### src/rtl/ins_mem_loader_if.sv
// ins_mem_loader_if: byte stream, instruction memory write port and load status of ins_mem_loader
interface ins_mem_loader_if;
  logic        start;
  logic [7:0]  byte_in;
  logic        byte_valid;
  logic        byte_ready;
  logic        wr_en;
  logic [31:0] wr_addr;
  logic [31:0] wr_data;
  logic        busy;
  logic        done;
  logic        err;
  modport master (
    output start, byte_in, byte_valid,
    input  byte_ready, wr_en, wr_addr, wr_data, busy, done, err
  );
  modport slave (
    input  start, byte_in, byte_valid,
    output byte_ready, wr_en, wr_addr, wr_data, busy, done, err
  );
endinterface

### src/rtl/ins_mem_loader.sv
// ins_mem_loader: boot loader; count header, big-endian words to imem from address 0, XOR checksum; clk/rst plain, stream/write/status on bus (slave)
module ins_mem_loader #(
  parameter int DEPTH = 4096
) (
  input logic             clk,
  input logic             rst,
  ins_mem_loader_if.slave bus
);
  typedef enum logic [2:0] {IDLE, HDR_HI, HDR_LO, BYTE, WRITE, CKSUM, DONE, ERROR} state_t;
  state_t      state, nxt;
  logic [15:0] cnt, idx, n;
  logic [23:0] word;
  logic [7:0]  cks;
  logic [1:0]  bcnt;
  logic        xfer, arm;
  assign xfer = bus.byte_valid && bus.byte_ready;
  assign n    = {cnt[15:8], bus.byte_in};
  assign arm  = bus.start && (state == IDLE || state == DONE || state == ERROR);
  always_comb begin
    nxt = state;
    case (state)
      IDLE, DONE, ERROR: nxt = bus.start ? HDR_HI : state;
      HDR_HI:            nxt = xfer ? HDR_LO : state;
      HDR_LO:            nxt = !xfer ? state : n > 16'(DEPTH) ? ERROR : n == 16'd0 ? CKSUM : BYTE;
      BYTE:              nxt = xfer && bcnt == 2'd3 ? WRITE : state;
      WRITE:             nxt = idx + 16'd1 == cnt ? CKSUM : BYTE;
      CKSUM:             nxt = !xfer ? state : bus.byte_in == cks ? DONE : ERROR;
      default:           nxt = IDLE;
    endcase
  end
  // Outputs are registered from the next state, so they track state with no path from byte_valid.
  always_ff @(posedge clk or posedge rst) begin
    if (rst) begin
      state          <= IDLE;
      cnt            <= '0;
      idx            <= '0;
      word           <= '0;
      cks            <= '0;
      bcnt           <= '0;
      bus.byte_ready <= 1'b0;
      bus.busy       <= 1'b0;
      bus.done       <= 1'b0;
      bus.err        <= 1'b0;
      bus.wr_en      <= 1'b0;
      bus.wr_addr    <= '0;
      bus.wr_data    <= '0;
    end else begin
      state          <= nxt;
      bus.byte_ready <= nxt inside {HDR_HI, HDR_LO, BYTE, CKSUM};
      bus.busy       <= nxt inside {HDR_HI, HDR_LO, BYTE, WRITE, CKSUM};
      bus.done       <= nxt == DONE;
      bus.err        <= nxt == ERROR;
      bus.wr_en      <= nxt == WRITE;
      if (arm) begin
        idx  <= '0;
        cks  <= '0;
        bcnt <= '0;
      end
      if (state == HDR_HI && xfer) cnt[15:8] <= bus.byte_in;
      if (state == HDR_LO && xfer) cnt[7:0] <= bus.byte_in;
      if (state == BYTE && xfer) begin
        word <= {word[15:0], bus.byte_in};
        cks  <= cks ^ bus.byte_in;
        bcnt <= bcnt + 2'd1;
      end
      // The 4th byte goes straight into wr_data; word holds only the first three.
      if (nxt == WRITE) begin
        bus.wr_data <= {word, bus.byte_in};
        bus.wr_addr <= {16'd0, idx};
      end
      if (state == WRITE) idx <= idx + 16'd1;
    end
  end
endmodule

### src/flat_wrapper.sv
// flat-port wrapper written by rule: the top's interface ports become plain ports
module ins_mem_loader_flat 
#(
  parameter int DEPTH = 4096
)
  (clk, rst, bus_start, bus_byte_in, bus_byte_valid, bus_byte_ready, bus_wr_en, bus_wr_addr, bus_wr_data, bus_busy, bus_done, bus_err);
  ins_mem_loader_if bus_i ();
  input logic clk;
  input logic rst;
  input wire logic [$bits(bus_i.start)-1:0] bus_start;
  input wire logic [$bits(bus_i.byte_in)-1:0] bus_byte_in;
  input wire logic [$bits(bus_i.byte_valid)-1:0] bus_byte_valid;
  output wire logic [$bits(bus_i.byte_ready)-1:0] bus_byte_ready;
  output wire logic [$bits(bus_i.wr_en)-1:0] bus_wr_en;
  output wire logic [$bits(bus_i.wr_addr)-1:0] bus_wr_addr;
  output wire logic [$bits(bus_i.wr_data)-1:0] bus_wr_data;
  output wire logic [$bits(bus_i.busy)-1:0] bus_busy;
  output wire logic [$bits(bus_i.done)-1:0] bus_done;
  output wire logic [$bits(bus_i.err)-1:0] bus_err;
  assign bus_i.start = bus_start;
  assign bus_i.byte_in = bus_byte_in;
  assign bus_i.byte_valid = bus_byte_valid;
  assign bus_byte_ready = bus_i.byte_ready;
  assign bus_wr_en = bus_i.wr_en;
  assign bus_wr_addr = bus_i.wr_addr;
  assign bus_wr_data = bus_i.wr_data;
  assign bus_busy = bus_i.busy;
  assign bus_done = bus_i.done;
  assign bus_err = bus_i.err;
  ins_mem_loader #(.DEPTH(DEPTH)) u_core (.clk(clk), .rst(rst), .bus(bus_i));
endmodule
### config.mk
export PLATFORM = sky130hd
export DESIGN_NAME = ins_mem_loader_flat
export DESIGN_NICKNAME = d
export VERILOG_FILES = /design/src/rtl/ins_mem_loader_if.sv /design/src/rtl/ins_mem_loader.sv /design/src/flat_wrapper.sv
export SDC_FILE = /design/constraint.sdc
export NUM_CORES = 1
export LEC_CHECK = 0
export ABC_CLOCK_PERIOD_IN_PS = 7400
export CELL_PAD_IN_SITES_DETAIL_PLACEMENT = 1
export CELL_PAD_IN_SITES_GLOBAL_PLACEMENT = 1
export CORE_ASPECT_RATIO = 0.75
export CORE_UTILIZATION = 45
export CTS_CLUSTER_SIZE = 24
export DETAILED_ROUTE_END_ITERATION = 8
export GPL_TIMING_DRIVEN = 0
export PLACE_DENSITY_LB_ADDON = 0.1
export SYNTH_ARGS = -nofsm -noshare
export SYNTH_HDL_FRONTEND = slang
export SYNTH_SLANG_ARGS = --single-unit
### constraint.sdc
create_clock -name clk -period 7.4 [get_ports clk]
set_input_delay 1.48 -clock clk [delete_from_list [all_inputs] [get_ports clk]]
set_output_delay 1.48 -clock clk [all_outputs]
set_load 0.005 [all_outputs]
* Word-level counts from Yosys, hierarchy flattened
Cells that the tools add are included.
** Cells by class
- Add/subtract/negate cells :: 2
- $lt $le $gt $ge :: 1
- Equal/unequal tests :: 17
- Muxes and demuxes :: 16
- Bitwise gates (word level) :: 1
- Reductions and logical operators :: 15
** Operators by type and width (count)
- $mux W16 :: 2
- $eq A3 B3 Y1 const B :: 8
- $mux W3 :: 8
- $pmux W3 S6 :: 1
- $add A16 B1 Y16 const B :: 1
- $eq A16 B16 Y1 :: 1
- $gt A16 B13 Y1 const B :: 1
- $logic_not A16 Y1 :: 1
- $mux W8 :: 2
- $eq A3 B2 Y1 const B :: 4
- $eq A8 B8 Y1 :: 1
- $xor A8 B8 Y8 :: 1
- $eq A3 B1 Y1 const B :: 2
- $logic_and A1 B1 Y1 :: 6
- $reduce_bool A5 Y1 :: 1
- $mux W2 :: 2
- $reduce_bool A2 Y1 :: 2
- $reduce_bool A4 Y1 :: 1
- $logic_not A3 Y1 :: 1
- $reduce_or A3 Y1 :: 1
- $add A2 B1 Y2 const B :: 1
- $eq A2 B2 Y1 const B :: 1
- $logic_or A1 B1 Y1 :: 2
- $mux W1 :: 1
** Storage, ports and cells
- Register bits :: 122
- Input bits :: 12
- Output and inout bits :: 69
- Logic and storage cells :: 66

* Logic depth before layout (Yosys ltp)
Gate-level depths: netlist of run 1.
- Depth after elaboration :: 7
- Depth in mapped cells :: 9
- Depth with buffers taken out :: 7

* Worst setup path before layout of run 1
No wires, ideal clock.
- Path type :: input port to flip-flop
- From :: in bus_byte_in[3]
- To :: reg u_core.state[1]
- Library setup time :: 0.121 ns
- Arrival :: 2.753 ns
- Required time :: 7.279 ns
- Path slack :: 4.526 ns
- Stages :: 6
- Cell sequence :: nor4_2 and3_1 nand3_1 a221o_1 nand4b_4 o22a_1
** Between the ends
- Word-level cells in the longest chain between the ends :: 5
- Elaborated cells between the ends (all ways) :: 6
** Ends and longest elaborated chain
- start: declaration :: RTL line flat_wrapper.sv:11 : input wire logic [$bits(bus_i.byte_in)-1:0] bus_byte_in;
- branches (longest 2 deep; another with $gt A16 B13 Y1)
- $mux W3 (*) (2 in series) :: RTL line ins_mem_loader.sv:24 : HDR_LO: nxt = !xfer ? state : n > 16'(DEPTH) ? ERROR : n == 16'd0 ? CKSUM : BYTE;
- $pmux W3 S6 (*) :: RTL line ins_mem_loader.sv:21 : case (state)
- net u_core.nxt[1] :: RTL line ins_mem_loader.sv:10 : state_t state, nxt;
- end signal: assignment :: RTL line ins_mem_loader.sv:48 : state <= nxt;
- end: declaration :: RTL line ins_mem_loader.sv:10
Mark *: on every way through the listed nets, which the timed path passes.
A chain may end at the register's enable or synchronous reset.

* Final worst setup path of run 1
- From :: in bus_byte_in[7]
- To :: reg u_core.state[1]
Same word-level chain as after synthesis.

==> impl_metrics.env, run 1 <==
export IMPL_synth_top_cells_by_area="dfrtp_1 54%, nand2_1 16%, o21ai_0 4.3%"
export IMPL_irDropWorstVdd_v=0.000195
export IMPL_placementRows=35
export IMPL_r2r_start="u_core.idx[0]$_DFFE_PP0P_"
export IMPL_seq_area_mm2=0.00305
export IMPL_cp_top_family="simple AND/OR/NAND/NOR gates"
export IMPL_fin_util_pct=58.6
export IMPL_max_cap_violations=0
export IMPL_cts_setup_buffers=0
export IMPL_cts_sinks=122
export IMPL_vias=4860
export IMPL_dpl_cell_count=874
export IMPL_wire_per_inst_um=18.2
export IMPL_coreArea_mm2=0.0123
export IMPL_rsz0062_at_grt="false"
export IMPL_grt_usage_pct=27.2
export IMPL_grt_pass1_vias=5117
export IMPL_avgSynthCellArea_um2=9.07
export IMPL_hold_depth=2
export IMPL_antenna_found_initial=0
export IMPL_slew_viol_final=0
export IMPL_htreeDepth=4
export IMPL_status="complete, no violations"
export IMPL_regToRegSetupSlack_ns=4.92
export IMPL_antennaDiodeCount=0
export IMPL_cts_path_max_buffers=2
export IMPL_setup_viol=0
export IMPL_synthCells=628
export IMPL_synth_async_reset_ratio_pct=100
export IMPL_slowest_stage="clkdlybuf4s50_1"
export IMPL_power_per_cell_area_mw_per_mm2=395
export IMPL_fin_crit_sh_pct=46.8
export IMPL_synth_top_cells_by_count="240 x nand2_1, 122 x dfrtp_1, 49 x o21ai_0, 20 x xnor2_1, 18 x clkbuf_1"
export IMPL_die_area_mm2=0.0131
export IMPL_synth_cell_types=48
export IMPL_numCtsBuffers=17
export IMPL_required_ns=7.69
export IMPL_multiInputGateArea_mm2=0.00240
export IMPL_hold_start="u_core.bus.wr_data[21]$_DFFE_PP0P_"
export IMPL_synthFlopType="dfrtp_1"
export IMPL_power_leakage_nw=3.46
export IMPL_yosysMostFrequentCell="nand2_1"
export IMPL_totalPowerFinal_w=0.00285
export IMPL_max_stage_delay_ns=0.63
export IMPL_r2r_end="u_core.state[1]$_DFF_PP0_"
export IMPL_worstSkewPairLatency_ns=0.41
export IMPL_crit_buf_inv=1
export IMPL_path_clk_slew_ns=0.05
export IMPL_ys_ff_latch=122
export IMPL_hold_viol_final=0
export IMPL_skew_ns=0.00735
export IMPL_worstMarginPinSlew_ns=0.879
export IMPL_firstDrtPassIters=4
export IMPL_final_layout_size_suffix_gt1_share_pct=11.8
export IMPL_nets=741
export IMPL_setup_ws_ns=3.94
export IMPL_grt_ovfl_total=0
export IMPL_cp_max_fo=8
export IMPL_max_clock_freq_mhz=289
export IMPL_grt_max_degree=72
export IMPL_io_buffers=64
export IMPL_grt_pass1_wl_um=27100
export IMPL_ant_nets=0
export IMPL_netlist_area_leader_share_pct=53.6
export IMPL_endpoint_kind="flop"
export IMPL_place_ws_ns=3.56
export IMPL_synth_edf_count=0
export IMPL_synth_top_cell_by_area="dfrtp_1"
export IMPL_hold_path_class="reg -> reg"
export IMPL_fin_crit_ns=3.46
export IMPL_worstPathArrival_ns=3.75
export IMPL_cts_resized=0
export IMPL_drc_errors=0
export IMPL_postCtsHoldBufs=0
export IMPL_cp_start_kind="input port"
export IMPL_yosysSeqAreaShare_pct=53.6
export IMPL_cp_cell_sequence="clkdlybuf4s50_1, nor4_2, and3_1, nand3_1, a221o_1, nand4b_4, o22a_1"
export IMPL_fp_dieH_um=99.4
export IMPL_drt_wl_total_um=16400
export IMPL_fillers=1435
export IMPL_num_io_pins=81
export IMPL_syn_area_mm2=0.00569
export IMPL_die_w_um=132
export IMPL_crit_type="in -> reg"
export IMPL_avgViaCountPerCell=5.38
export IMPL_dp_hpwl_um=11400
export IMPL_gp_congestion=0.850
export IMPL_ys_warn_count=0
export IMPL_syn2layout_area_growth_pct=26.6
export IMPL_finalSetupTns_ns=0
export IMPL_min_to="u_core.bus.wr_data[21]$_DFFE_PP0P_"
export IMPL_cts_root_buffer="clkbuf_16"
export IMPL_r2r_cells=7
export IMPL_cts_tree="built"
export IMPL_final_cells=903
export IMPL_drt_initial_drc_count=263
export IMPL_initial_core_util_pct=46.3
export IMPL_slew_headroom_pct=41.1
stage by stage:
step | hold slack (ns) | area [um^2]
after floorplan | 0.439 | 5750
after global placement | 0.457 | 6600
after detailed placement | 0.462 | 6630
after CTS | 0.476 | 7210
after global routing | 0.491 | 7210
final | 0.468 | 7210
how the worst max path moves through the flow:
stage | depth (start not counted) | slack (ns) | start | to
5_1_grt | 8 | 3.78 | bus_byte_valid | u_core.bus.wr_addr[6]$_DFFE_PP0P_
3_5_place_dp | 7 | 3.56 | bus_byte_in[7] | u_core.state[1]$_DFF_PP0_
4_1_cts | 7 | 3.94 | bus_byte_in[7] | u_core.state[1]$_DFF_PP0_
2_1_floorplan | 1 | 2.68 | rst | u_core.bcnt[0]$_DFFE_PP0P_
6_report | 7 | 3.94 | bus_byte_in[7] | u_core.state[1]$_DFF_PP0_
3_3_place_gp | 2 | 0.94 | rst | u_core.bus.wr_data[25]$_DFFE_PP0P_
flip-flops by register name (all words and copies together), names as in the netlist:
name and count:
u_core.bus.byte_ready 1, u_core.bus.wr_addr 16, u_core.bus.wr_data 32, u_core.bus.err 1, u_core.bus.done 1, u_core.bus.wr_en 1
u_core.word 24, u_core.bus.busy 1, u_core.cks 8, u_core.idx 16, u_core.cnt 16, u_core.bcnt 2
u_core.state 3
cell usage in the layout, fill, tap and decap left out, types with 2 or more instances in the layout:
master / netlist / final
a211oi_1: 2 / 2
a21oi_1: 7 / 7
a31oi_1: 4 / 4
and3_1: 5 / 5
and4_1: 3 / 3
buf_2: 11 / 11
buf_4: 16 / 16
bufinv_16: 0 / 2
clkbuf_1: 18 / 18
clkbuf_16: 0 / 17
clkbuf_8: 0 / 4
clkdlybuf4s50_1: 0 / 64
clkinv_2: 0 / 4
clkinvlp_4: 0 / 2
conb_1: 1 / 16
dfrtp_1: 122 / 122
ha_1: 2 / 2
inv_1: 13 / 12
mux2_2: 15 / 15
mux2i_1: 2 / 2
nand2_1: 240 / 240
nand2b_1: 8 / 8
nand3_1: 10 / 10
nand4_1: 12 / 12
nor2_1: 16 / 16
nor3_1: 4 / 4
nor3_2: 2 / 2
nor4_2: 5 / 5
o2111ai_1: 2 / 2
o21ai_0: 49 / 49
o22ai_1: 4 / 4
o31ai_1: 9 / 9
or3_1: 2 / 2
xnor2_1: 20 / 20
xor2_1: 5 / 5
power breakdown:
part	internal [W]	switching, W	leakage, nW
Clock	0.000523	0.000291	0.282
Combinational	0.000449	0.000479	1.57
Sequential	0.000917	0.000187	1.61
cells by family after synthesis:
group	share of synthesized area, %
AO/OA/AOI/OAI	9.05
flip-flops	53.6
adder cells (fa/ha/maj)	0.439
buffers and inverters	5.25
multiplexers	3.32
other	0.0659
AND/OR/NAND/NOR	24.4
XOR/XNOR	3.85
cell type report:
class	instances	area share [%]
clock buffer	21	6.67
buffer	46	3.42
tap	166	2.88
sequential	122	42.4
clock inverter	8	1.32
multi-input combinational	461	33.3
inverter	14	0.799
timing repair buffer	65	9.27
routing by layer:
layer  global-route usage [%]  share of wire [%]  up-vias
met5                        0                  0        -
met1                     37.8                 46     2459
met2                     44.2                 48      131
li1                         -                  -     2254
met4                     8.14                1.1        0
met3                     4.23                5.2       16
worst register-to-register path, delay by kind of cell, from the launching register on:
kind | cells | cell delay (ns)
AO/OA/AOI/OAI | 1 | 0.24
XOR/XNOR | 1 | 0.26
AND/OR/NAND/NOR | 4 | 1.02
flip-flops | 1 | 0.50
adder cells (fa/ha/maj) | 1 | 0.33
No activity file was read; power rests on OpenSTA's default activity.
==> run 2: changes to the inputs <==
--- a/config.mk
+++ b/config.mk
@@ -5,11 +5,11 @@
 export SDC_FILE = /design/constraint.sdc
 export NUM_CORES = 1
 export LEC_CHECK = 0
-export ABC_CLOCK_PERIOD_IN_PS = 7400
+export ABC_CLOCK_PERIOD_IN_PS = 2780
 export CELL_PAD_IN_SITES_DETAIL_PLACEMENT = 1
 export CELL_PAD_IN_SITES_GLOBAL_PLACEMENT = 1
 export CORE_ASPECT_RATIO = 0.75
-export CORE_UTILIZATION = 45
+export CORE_UTILIZATION = 37
 export CTS_CLUSTER_SIZE = 24
 export DETAILED_ROUTE_END_ITERATION = 8
 export GPL_TIMING_DRIVEN = 0
==> constraint.sdc (replaced) <==
create_clock -name clk -period 2.78 [get_ports clk]
set_input_delay 0.556 -clock clk [delete_from_list [all_inputs] [get_ports clk]]
set_output_delay 0.556 -clock clk [all_outputs]
set_load 0.005 [all_outputs]
==> run 2 against run 1 <==
Global-route usage decreased by 4.5 points. Final cell count increased by 4.3%. Largest cell class unchanged. Die area increased by 21%. Critical endpoint unchanged. Non-clock buffer count increased by 2. Total power increased to 2.7 times the previous value.
==> impl_metrics.env, run 2 (synthesized netlist as in run 1, its figures left out) <==
export IMPL_regToRegSetupSlack_ns=0.28
export IMPL_grt_pass1_wl_um=27100
export IMPL_grt_ovfl_total=0
export IMPL_vias=4771
export IMPL_worstPathArrival_ns=2.88
export IMPL_die_area_mm2=0.0159
export IMPL_ant_nets=0
export IMPL_final_cell_mix="240 x nand2_1, 122 x dfrtp_1, 64 x clkdlybuf4s50_1, 49 x o21ai_0, 20 x xnor2_1"
export IMPL_hold_depth=2
export IMPL_placementRows=38
export IMPL_hold_viol_final=0
export IMPL_fin_util_pct=49.6
export IMPL_power_frac_comb_pct=32.1
export IMPL_grt_pass1_vias=4972
export IMPL_slew_viol_final=0
export IMPL_fin_crit_ns=2.57
export IMPL_nets=743
export IMPL_max_cap_violations=0
export IMPL_max_clock_freq_mhz=388
export IMPL_stdcell_area_mm2=0.00732
export IMPL_antenna_found_initial=0
export IMPL_antennaDiodeCount=0
export IMPL_path_clk_slew_ns=0.06
export IMPL_syn2layout_area_growth_pct=28.5
export IMPL_dpl_cell_count=910
export IMPL_crit_path_start="bus_byte_in[7]"
export IMPL_rsz0062_at_grt="false"
export IMPL_cts_sinks=122
export IMPL_slew_headroom_pct=40.0
export IMPL_cp_max_fo=8
export IMPL_final_layout_size_suffix_gt1_share_pct=12.3
export IMPL_power_switching_w=0.00261
export IMPL_numCtsBuffers=17
export IMPL_initial_core_util_pct=38.6
export IMPL_power_frac_clock_pct=29.7
export IMPL_r2r_end="u_core.state[1]$_DFF_PP0_"
export IMPL_r2r_cells=7
export IMPL_drt_wl_total_um=16600
export IMPL_grt_max_degree=41
export IMPL_regMostFlops="u_core.bus.wr_data"
export IMPL_dp_hpwl_um=11900
export IMPL_power_leakage_nw=3.47
export IMPL_endpoint_kind="flop"
export IMPL_final_cells=942
export IMPL_skew_ns=0.00919
export IMPL_die_w_um=145
export IMPL_irDropWorstVdd_v=0.000474
export IMPL_power_per_cell_area_mw_per_mm2=1050
export IMPL_htreeDepth=4
export IMPL_firstDrtPassIters=4
export IMPL_setup_viol=0
export IMPL_cts_setup_buffers=0
export IMPL_totalPowerFinal_w=0.00769
export IMPL_postCtsHoldBufs=0
export IMPL_num_io_pins=81
export IMPL_cts_path_max_buffers=2
export IMPL_wire_per_inst_um=17.6
export IMPL_avgViaCountPerCell=5.06
export IMPL_cts_tree="built"
export IMPL_place_area_mm2=0.00671
export IMPL_worstMarginPinSlew_ns=0.895
export IMPL_required_ns=3.08
export IMPL_crit_type="in -> reg"
export IMPL_cts_resized=0
export IMPL_drt_initial_drc_count=254
export IMPL_multiInputGateArea_mm2=0.00240
export IMPL_cp_endpoint="u_core.state[1]$_DFF_PP0_"
export IMPL_gp_congestion=0.810
export IMPL_coreArea_mm2=0.0147
export IMPL_cp_start_kind="input port"
export IMPL_seq_area_mm2=0.00305
export IMPL_status="complete, no violations"
export IMPL_grt_usage_pct=22.6
export IMPL_io_buffers=64
export IMPL_fin_crit_sh_pct=92.6
export IMPL_top_regs="u_core.bus.wr_data: 32 flops, u_core.word: 24 flops"
export IMPL_r2r_start="u_core.idx[0]$_DFFE_PP0P_"
export IMPL_fp_dieH_um=109
export IMPL_worstSkewPairLatency_ns=0.43
export IMPL_switching_share_pct=33.9
export IMPL_largest_reg_flops=32
export IMPL_hold_path_class="reg -> reg"
export IMPL_internal_power_w=0.00508
export IMPL_final_common_cell="nand2_1"
export IMPL_fillers=1735
export IMPL_cts_root_buffer="clkbuf_16"
export IMPL_drc_errors=0
export IMPL_seqPwrFrac_pct=38.2
-- run 2: cell types whose count changed in the layout (fill, tap and decap cells not counted), sizes merged --
cell,delta
inv,+1
bufinv,+1
buf,+2
clkbuf,-2
clkinvlp,+3
-- run 2: routing by layer --
layer / track usage (%) / wire, um
met1: 31.9 / 8290
met2: 34.4 / 7470
met3: 5.02 / 666
met4: 7.97 / 198
met5: 0 / 0
-- run 2: worst min path at each step --
stage / startpoint / to / slack (ns)
after floorplan: u_core.word[16]$_DFFE_PP0P_ / u_core.bus.wr_data[24]$_DFFE_PP0P_ / 0.44
after global placement: u_core.bus.wr_addr[8]$_DFFE_PP0P_ / u_core.bus.wr_addr[8]$_DFFE_PP0P_ / 0.46
after detailed placement: u_core.word[16]$_DFFE_PP0P_ / u_core.bus.wr_data[24]$_DFFE_PP0P_ / 0.46
after CTS: u_core.word[16]$_DFFE_PP0P_ / u_core.bus.wr_data[24]$_DFFE_PP0P_ / 0.47
after global routing: u_core.bus.wr_data[3]$_DFFE_PP0P_ / u_core.bus.wr_data[3]$_DFFE_PP0P_ / 0.49
final: u_core.word[16]$_DFFE_PP0P_ / u_core.bus.wr_data[24]$_DFFE_PP0P_ / 0.46
-- run 2: metrics by stage --
step | setup TNS (ns) | hold WS (ns) | worst slack, ns
final | 0 | 0.461 | 0.205
after global routing | 0 | 0.494 | 0.0597
after CTS | 0 | 0.466 | 0.249
after detailed placement | -4.00 | 0.457 | -0.205
after global placement | -55.92 | 0.457 | -0.455
after floorplan | 0 | 0.439 | 0.727
-- run 2: layout make-up --
| class | instances | area share [%] |
|---|---|---|
| sequential | 122 | 41.7 |
| multi-input combinational | 461 | 32.8 |
| timing repair buffer | 67 | 9.58 |
| clock buffer | 19 | 6.05 |
| tap | 200 | 3.42 |
| buffer | 46 | 3.37 |
| clock inverter | 13 | 2.31 |
| inverter | 14 | 0.769 |
-- run 2: worst max-delay path: stages --
cell	delay (ns)
clkdlybuf4s50_1	0.67
nor4_2	0.49
and3_1	0.22
nand3_1	0.09
a221o_1	0.46
nand4b_4	0.19
o22a_1	0.19
-- run 2: power by group through the flow --
stage	Sequential (W)	Combinational, W	Clock [W]
3_3_place_gp	0.00292	0.00233	0
4_1_cts	0.00294	0.00250	0.00233
5_1_grt	0.00303	0.00275	0.00241
2_1_floorplan	0.00285	0.00142	0
3_5_place_dp	0.00296	0.00245	0
6_report	0.00293	0.00247	0.00228
==> run 3: changes to the inputs <==
--- a/config.mk
+++ b/config.mk
@@ -10,6 +10,7 @@
 export CELL_PAD_IN_SITES_GLOBAL_PLACEMENT = 1
 export CORE_ASPECT_RATIO = 0.75
 export CORE_UTILIZATION = 37
+export CTS_CLUSTER_DIAMETER = 120
 export CTS_CLUSTER_SIZE = 24
 export DETAILED_ROUTE_END_ITERATION = 8
 export GPL_TIMING_DRIVEN = 0
==> results of run 3 <==
Final layout, timing and power as in run 2 (identical DEF).
